[src/rtl/muxn_pkg.sv]
// Shared constants for the registered N-to-1 selector (muxn_reg).
`timescale 1ns/100ps
package muxn_pkg;
  localparam logic MODE_FIX = 1'b0;
  localparam logic MODE_RR  = 1'b1;
  localparam int   STAT_W   = 16;
endpackage

[src/rtl/muxn_rr_pick.sv]
// Combinational round-robin picker: first valid channel at or after i_ptr, wrapping at N.
`timescale 1ns/100ps
module muxn_rr_pick #(
  parameter  int N  = 4,
  localparam int SW = $clog2(N)
) (
  input  logic [N-1:0]  i_dv,
  input  logic [SW-1:0] i_ptr,
  output logic          o_found,
  output logic [SW-1:0] o_idx
);
  int j;

  always_comb begin
    o_found = 1'b0;
    o_idx   = '0;
    j       = 0;
    // Scan from the farthest offset down so the closest valid channel wins last.
    if (int'(i_ptr) < N) begin
      for (int k = N - 1; k >= 0; k--) begin
        j = int'(i_ptr) + k;
        if (j >= N) j = j - N;
        if (i_dv[j]) begin
          o_found = 1'b1;
          o_idx   = SW'(j);
        end
      end
    end
  end
endmodule

[src/rtl/muxn_reg.sv]
// Registered, handshaked N-to-1 selector with fixed or round-robin channel choice.
// Optional output-transfer counter port CNT when MUXN_REG_STAT_EN is defined.
`timescale 1ns/100ps
module muxn_reg
  import muxn_pkg::*;
#(
  parameter  int W  = 8,
  parameter  int N  = 4,
  localparam int SW = $clog2(N)
) (
  input  logic              CLK,
  input  logic              RSTN,
  input  logic              MODE,
  input  logic [SW-1:0]     SEL,
  input  logic [N*W-1:0]    D,
  input  logic [N-1:0]      DV,
  output logic [N-1:0]      DR,
  output logic [W-1:0]      Y,
  output logic              YV,
  input  logic              YR,
  output logic [SW-1:0]     YCH
`ifdef MUXN_REG_STAT_EN
  ,
  output logic [STAT_W-1:0] CNT
`endif
);
  logic [W-1:0]  r_y_p1;
  logic          r_vld_p1;
  logic [SW-1:0] r_ych_p1;
  logic [SW-1:0] r_ptr;

  logic          w_ld;
  logic          w_rr_found;
  logic [SW-1:0] w_rr_idx;
  logic          w_fix_found;
  logic          w_gnt;
  logic [SW-1:0] w_g;
  logic [W-1:0]  w_din;
  logic          w_in_xfer;
  logic          w_out_xfer;
  logic [SW-1:0] w_ptr_nxt;

  muxn_rr_pick #(.N(N)) u_pick (
    .i_dv    (DV),
    .i_ptr   (r_ptr),
    .o_found (w_rr_found),
    .o_idx   (w_rr_idx)
  );

  assign w_ld       = !r_vld_p1 || YR;
  assign w_out_xfer = r_vld_p1 && YR;

  // SEL values at or beyond N simply never match a channel.
  always_comb begin
    w_fix_found = 1'b0;
    for (int i = 0; i < N; i++) begin
      if (SEL == SW'(i) && DV[i]) w_fix_found = 1'b1;
    end
  end

  assign w_gnt     = (MODE == MODE_RR) ? w_rr_found : w_fix_found;
  assign w_g       = (MODE == MODE_RR) ? w_rr_idx   : SEL;
  assign w_in_xfer = w_gnt && w_ld;
  assign w_ptr_nxt = (w_g == SW'(N - 1)) ? '0 : w_g + SW'(1);

  always_comb begin
    DR    = '0;
    w_din = '0;
    for (int i = 0; i < N; i++) begin
      if (w_g == SW'(i)) begin
        w_din = D[i*W +: W];
        if (w_gnt) DR[i] = w_ld;
      end
    end
  end

  // Stage p1: one-entry output register.
  always_ff @(posedge CLK or negedge RSTN) begin
    if (!RSTN) begin
      r_y_p1   <= '0;
      r_vld_p1 <= 1'b0;
      r_ych_p1 <= '0;
    end else if (w_in_xfer) begin
      r_y_p1   <= w_din;
      r_ych_p1 <= w_g;
      r_vld_p1 <= 1'b1;
    end else if (w_out_xfer) begin
      r_vld_p1 <= 1'b0;
    end
  end

  always_ff @(posedge CLK or negedge RSTN) begin
    if (!RSTN) begin
      r_ptr <= '0;
    end else if (w_in_xfer && MODE == MODE_RR) begin
      r_ptr <= w_ptr_nxt;
    end
  end

`ifdef MUXN_REG_STAT_EN
  logic [STAT_W-1:0] r_cnt;

  always_ff @(posedge CLK or negedge RSTN) begin
    if (!RSTN) begin
      r_cnt <= '0;
    end else if (w_out_xfer) begin
      r_cnt <= r_cnt + STAT_W'(1);
    end
  end

  assign CNT = r_cnt;
`endif

  assign Y   = r_y_p1;
  assign YV  = r_vld_p1;
  assign YCH = r_ych_p1;
endmodule
[config.mk]
export PLATFORM = sky130hd
export DESIGN_NAME = muxn_reg
export DESIGN_NICKNAME = d
export VERILOG_FILES = /design/src/rtl/muxn_pkg.sv /design/src/rtl/muxn_rr_pick.sv /design/src/rtl/muxn_reg.sv
export SDC_FILE = /design/constraint.sdc
export NUM_CORES = 1
export LEC_CHECK = 0
export CAP_MARGIN = 0
export CORE_ASPECT_RATIO = 2
export CORE_UTILIZATION = 35
export DETAILED_ROUTE_END_ITERATION = 16
export GPL_ROUTABILITY_DRIVEN = 0
export PLACE_DENSITY_LB_ADDON = 0.12
export REMOVE_ABC_BUFFERS = 1
export SYNTH_ARGS = -nofsm -noshare
export SYNTH_HDL_FRONTEND = slang
export SYNTH_SLANG_ARGS = --single-unit
export TNS_END_PERCENT = 30
[constraint.sdc]
create_clock -name CLK -period 3.42 [get_ports CLK]
set_input_delay 0.342 -clock CLK [delete_from_list [all_inputs] [get_ports CLK]]
set_output_delay 0.342 -clock CLK [all_outputs]
set_load 0.01 [all_outputs]
==> results.txt <==
The detailed router finished its first iteration with 10 violations. The number of failing hold endpoints at the final stage was 0; the final count of negative-setup-slack endpoints was 0. Summed over all layers, the global routing overflow is 0. The required time of the critical path is 3.08 ns. The flow ran to the end, and the final reports show no timing, DRC or antenna violations. Library cell appearing most often on the critical path: clkdlybuf4s50_1. The areal power density over the cells was 528 mW/mm^2. For this run, design rule violations remaining after detail routing come to 0. The worst setup skew after layout was 0.000915 ns.

The signal on the critical path passes through clkdlybuf4s50_1, or3b_2, a41oi_1, a31oi_1, inv_1, ha_1, and2_1, clkdlybuf4s50_1. Summing the sequential cell areas from Yosys gives 30.1% of the chip area. The synthesized area came out at 0.00108 sq mm.

After clock tree synthesis, the clock-pin slew on the worst setup and hold paths is 0.05 ns. The final worst-path setup slack came out at 0.402 ns. The run gives 4 as the number of detailed-routing iterations run before antenna repair. The clock passes through at most 2 buffers. After clock tree synthesis, the setup repair step added 0 buffers. For this run, the total global-route usage over all layers was measured as 20.3%. Synthesis inferred 13 register bits. The delay contributed by the slowest stage of the critical path came out at 0.58 ns. The initial antenna violation count was 0. Setup repair after global routing left no endpoint under its margin.

The logs give 1037 for the via count of the first global-routing pass and 0 for the number of warnings printed during yosys synthesis. The initial utilization of the core area, before any placement, comes to 36.8%. The core region is 0.00294 sq mm. The library cell used most frequently in the layout, excluding fill and tap cells, is clkdlybuf4s50_1. The tools report the final non-filler cell total as 202. The share of the synthesized area in the top cell type is 30.1%, and the relative contribution of combinational cells to total power is 55.7%. The largest net degree at the start of global routing is 17.

TritonCTS built the clock tree. The total number of vias was 1076. After technology mapping, the gate count stands at 115.

The clock drives 13 sinks. The cell-internal power is 0.000612 W, and the number of vias per cell is 5.33. In this run the tightest slew margin relative to its limit is 58.5%. The tools report the post-detailed-placement cell area as 0.00168 sq mm.

At the end of the flow, the number of nets in the layout was 219. The tools report the top-level port count as 57. Summed over all instances, the cell type with the most area after synthesis is dfrtp_1. Gates resized during post-CTS repair numbered 0.

Counting cells, the worst reg-to-reg path comes to 10. The die covers 0.00333 sq mm. In this run the worst hold path is classified as in2async. The clock network is responsible for 14.9% of the overall power. The detail route stage leaves a number of antenna-violating nets equal to 0. The antenna cell count is 0. For the number of pins with negative max-slew slack in the final report, the log shows 0. The category of the critical setup timing path is in2out. The routed design could run at a clock period as short as 3.02 ns. Timing analysis after detailed placement gives a worst setup slack of 0.372 ns.

After detailed placement, the design holds a cell count of 198. Hold timing on the final database bottoms out at a slack of 0.489 ns. STA classifies the critical path endpoint as an output pin. Leaving out fill and tap cells, the most frequent cells in the layout are clkdlybuf4s50_1, nand2_1, dfrtp_1. From synthesis to final layout, the design area changed by 59.4%. By area the synthesized netlist is led by dfrtp_1, mux2_4, nor2b_1, a221oi_1, mux2_2. Summed over all layers, the routed wires come to 3060 um. The slew at the pin with the worst max-slew slack works out to 0.621 ns. The mean cell area of the mapped netlist was 9.41 sq um. In this run the power spent charging and discharging nets is 0.000300 W. The worst path uses 88.3% of the clock period. Clock tree synthesis selected as its root buffer the cell clkbuf_8.

Summed over all cells, the static leakage comes to 0.696 nW. Measured along the y axis, the die boundary spans 80.6 um. In this run the worst path has a maximum fanout of 7. The distinct cell type count after synthesis is 33, and the final standard cell area without fillers is 0.00173 sq mm.

Derived from the worst setup path, the maximum achievable clock frequency is 331 MHz. Data arrives at the worst endpoint at 2.68 ns. The first global-routing pass estimated 4620 um of wire.

Standard cell with the maximum stage delay on the critical path: clkdlybuf4s50_1. Setup total negative slack on the finished layout was measured at 0 ns. Of the total power, the share spent switching nets is 32.9%. The routed length per placed instance is 15.1 um, and the register share of total power is 29.4%. The count of buffers from port buffering works out to 56. The logs give 1 for the maximum level of the CTS H-tree and 3 for the clock buffer count from CTS.

The logs give 255 uV for the peak supply drop and 0 for the hold-fix buffer count after cts. The number of core rows is 28. The later pin in the worst-skew pair is clocked with a latency of 0.24 ns. Once detailed placement completed, the half-perimeter wirelength came to 2450 um. The post-route netlist has 13.4% of its cells at a drive strength greater than 1.

From left edge to right edge, the die measures 41.3 um. STA classifies the critical path startpoint as a primary input. The tool flagged a number of max-cap violations equal to 0.
power groups by stage:
stage                     clock, W  sequential (W)  combinational (W)
after floorplan                  0        0.000290           0.000238
after global placement           0        0.000267           0.000504
after detailed placement         0        0.000270           0.000512
after CTS                 0.000143        0.000268           0.000514
after global routing      0.000150        0.000278           0.000552
final                     0.000136        0.000268           0.000508
layout make-up:
cell class | count | area (sq um)
Fill cell | 266 | 1220
Multi-Input combinational cell | 90 | 704
Timing Repair Buffer | 61 | 598
Sequential cell | 13 | 325
Clock buffer | 4 | 45.0
Tap cell | 30 | 37.5
Inverter | 4 | 15.0
synth_stat cells:
| cell type | number |
|---|---|
| nand2_1 | 14 |
| dfrtp_1 | 13 |
| nor2b_1 | 11 |
| a221oi_1 | 7 |
| o31ai_1 | 7 |
| clkbuf_1 | 6 |
| mux2_4 | 6 |
| o21ai_0 | 6 |
| mux2_2 | 5 |
| and2_1 | 4 |
| ha_1 | 4 |
| inv_1 | 4 |
| nand2b_1 | 4 |
| a21oi_1 | 3 |
| a31oi_1 | 2 |
| nand3_1 | 2 |
| a211oi_1 | 1 |
| a21boi_0 | 1 |
| a22o_1 | 1 |
| a32o_1 | 1 |
| a41oi_1 | 1 |
| buf_1 | 1 |
| buf_6 | 1 |
| mux2i_4 | 1 |
| mux4_1 | 1 |
| nand4b_1 | 1 |
| nor2_1 | 1 |
| nor2b_2 | 1 |
| o211ai_1 | 1 |
| o21a_1 | 1 |
| o21bai_1 | 1 |
| or3b_2 | 1 |
| or4_4 | 1 |
stage by stage:
step | total power (W) | utilization, %
4_1_cts | 0.000925 | 58.6
2_1_floorplan | 0.000528 | -
3_3_place_gp | 0.000771 | 57.1
3_5_place_dp | 0.000783 | 57.1
5_1_grt | 0.000980 | 58.6
6_report | 0.000912 | 58.6
worst max-delay path, delay by kind of cell:
family,cells,cell delay (ns)
compound gates,2,0.33
fa+ha+maj,1,0.18
simple gates,2,0.59
buf+inv,3,1.23
cells by family (layout without fill, tap and decap cells):
group,count (synthesis),count (layout),share of synthesized area [%]
and+or+nand+nor,40,40,20.6
AOI/OAI and AO/OA,33,33,21.9
muxes,13,13,18.0
DFF,13,13,30.1
buffers and inverters,12,69,4.85
adders and majority gates,4,4,4.62
layer usage:
layer  vias up  routed length [um]  part of all wire, %  GRT usage [%]
met4         0                  22                 0.72           7.74
met2        34                1710                   56           37.2
met3         2                 195                  6.4           3.04
met5         -                   0                    0              0
li1        538                   -                    -              -
met1       502                1130                   37           20.7
worst paths after layout:
check / from / to / slack [ns]
max: DV[0] / DR[1] / 0.40
min: RSTN / Y[2] / 0.49
max reg2reg: r_ptr[1] / Y[1] / 0.81
min reg2reg: YCH[0] / YCH[0] / 0.49
max in group asynchronous: RSTN / Y[5] / 2.53
min in group CLK: YCH[0] / YCH[0] / 0.49
sequential cells by signal, summed over array words and instances, names as in the netlist:
name,cells
YV,1
r_ptr,2
YCH,2
Y,8
Note: power is estimated with default switching activity, not from simulation.
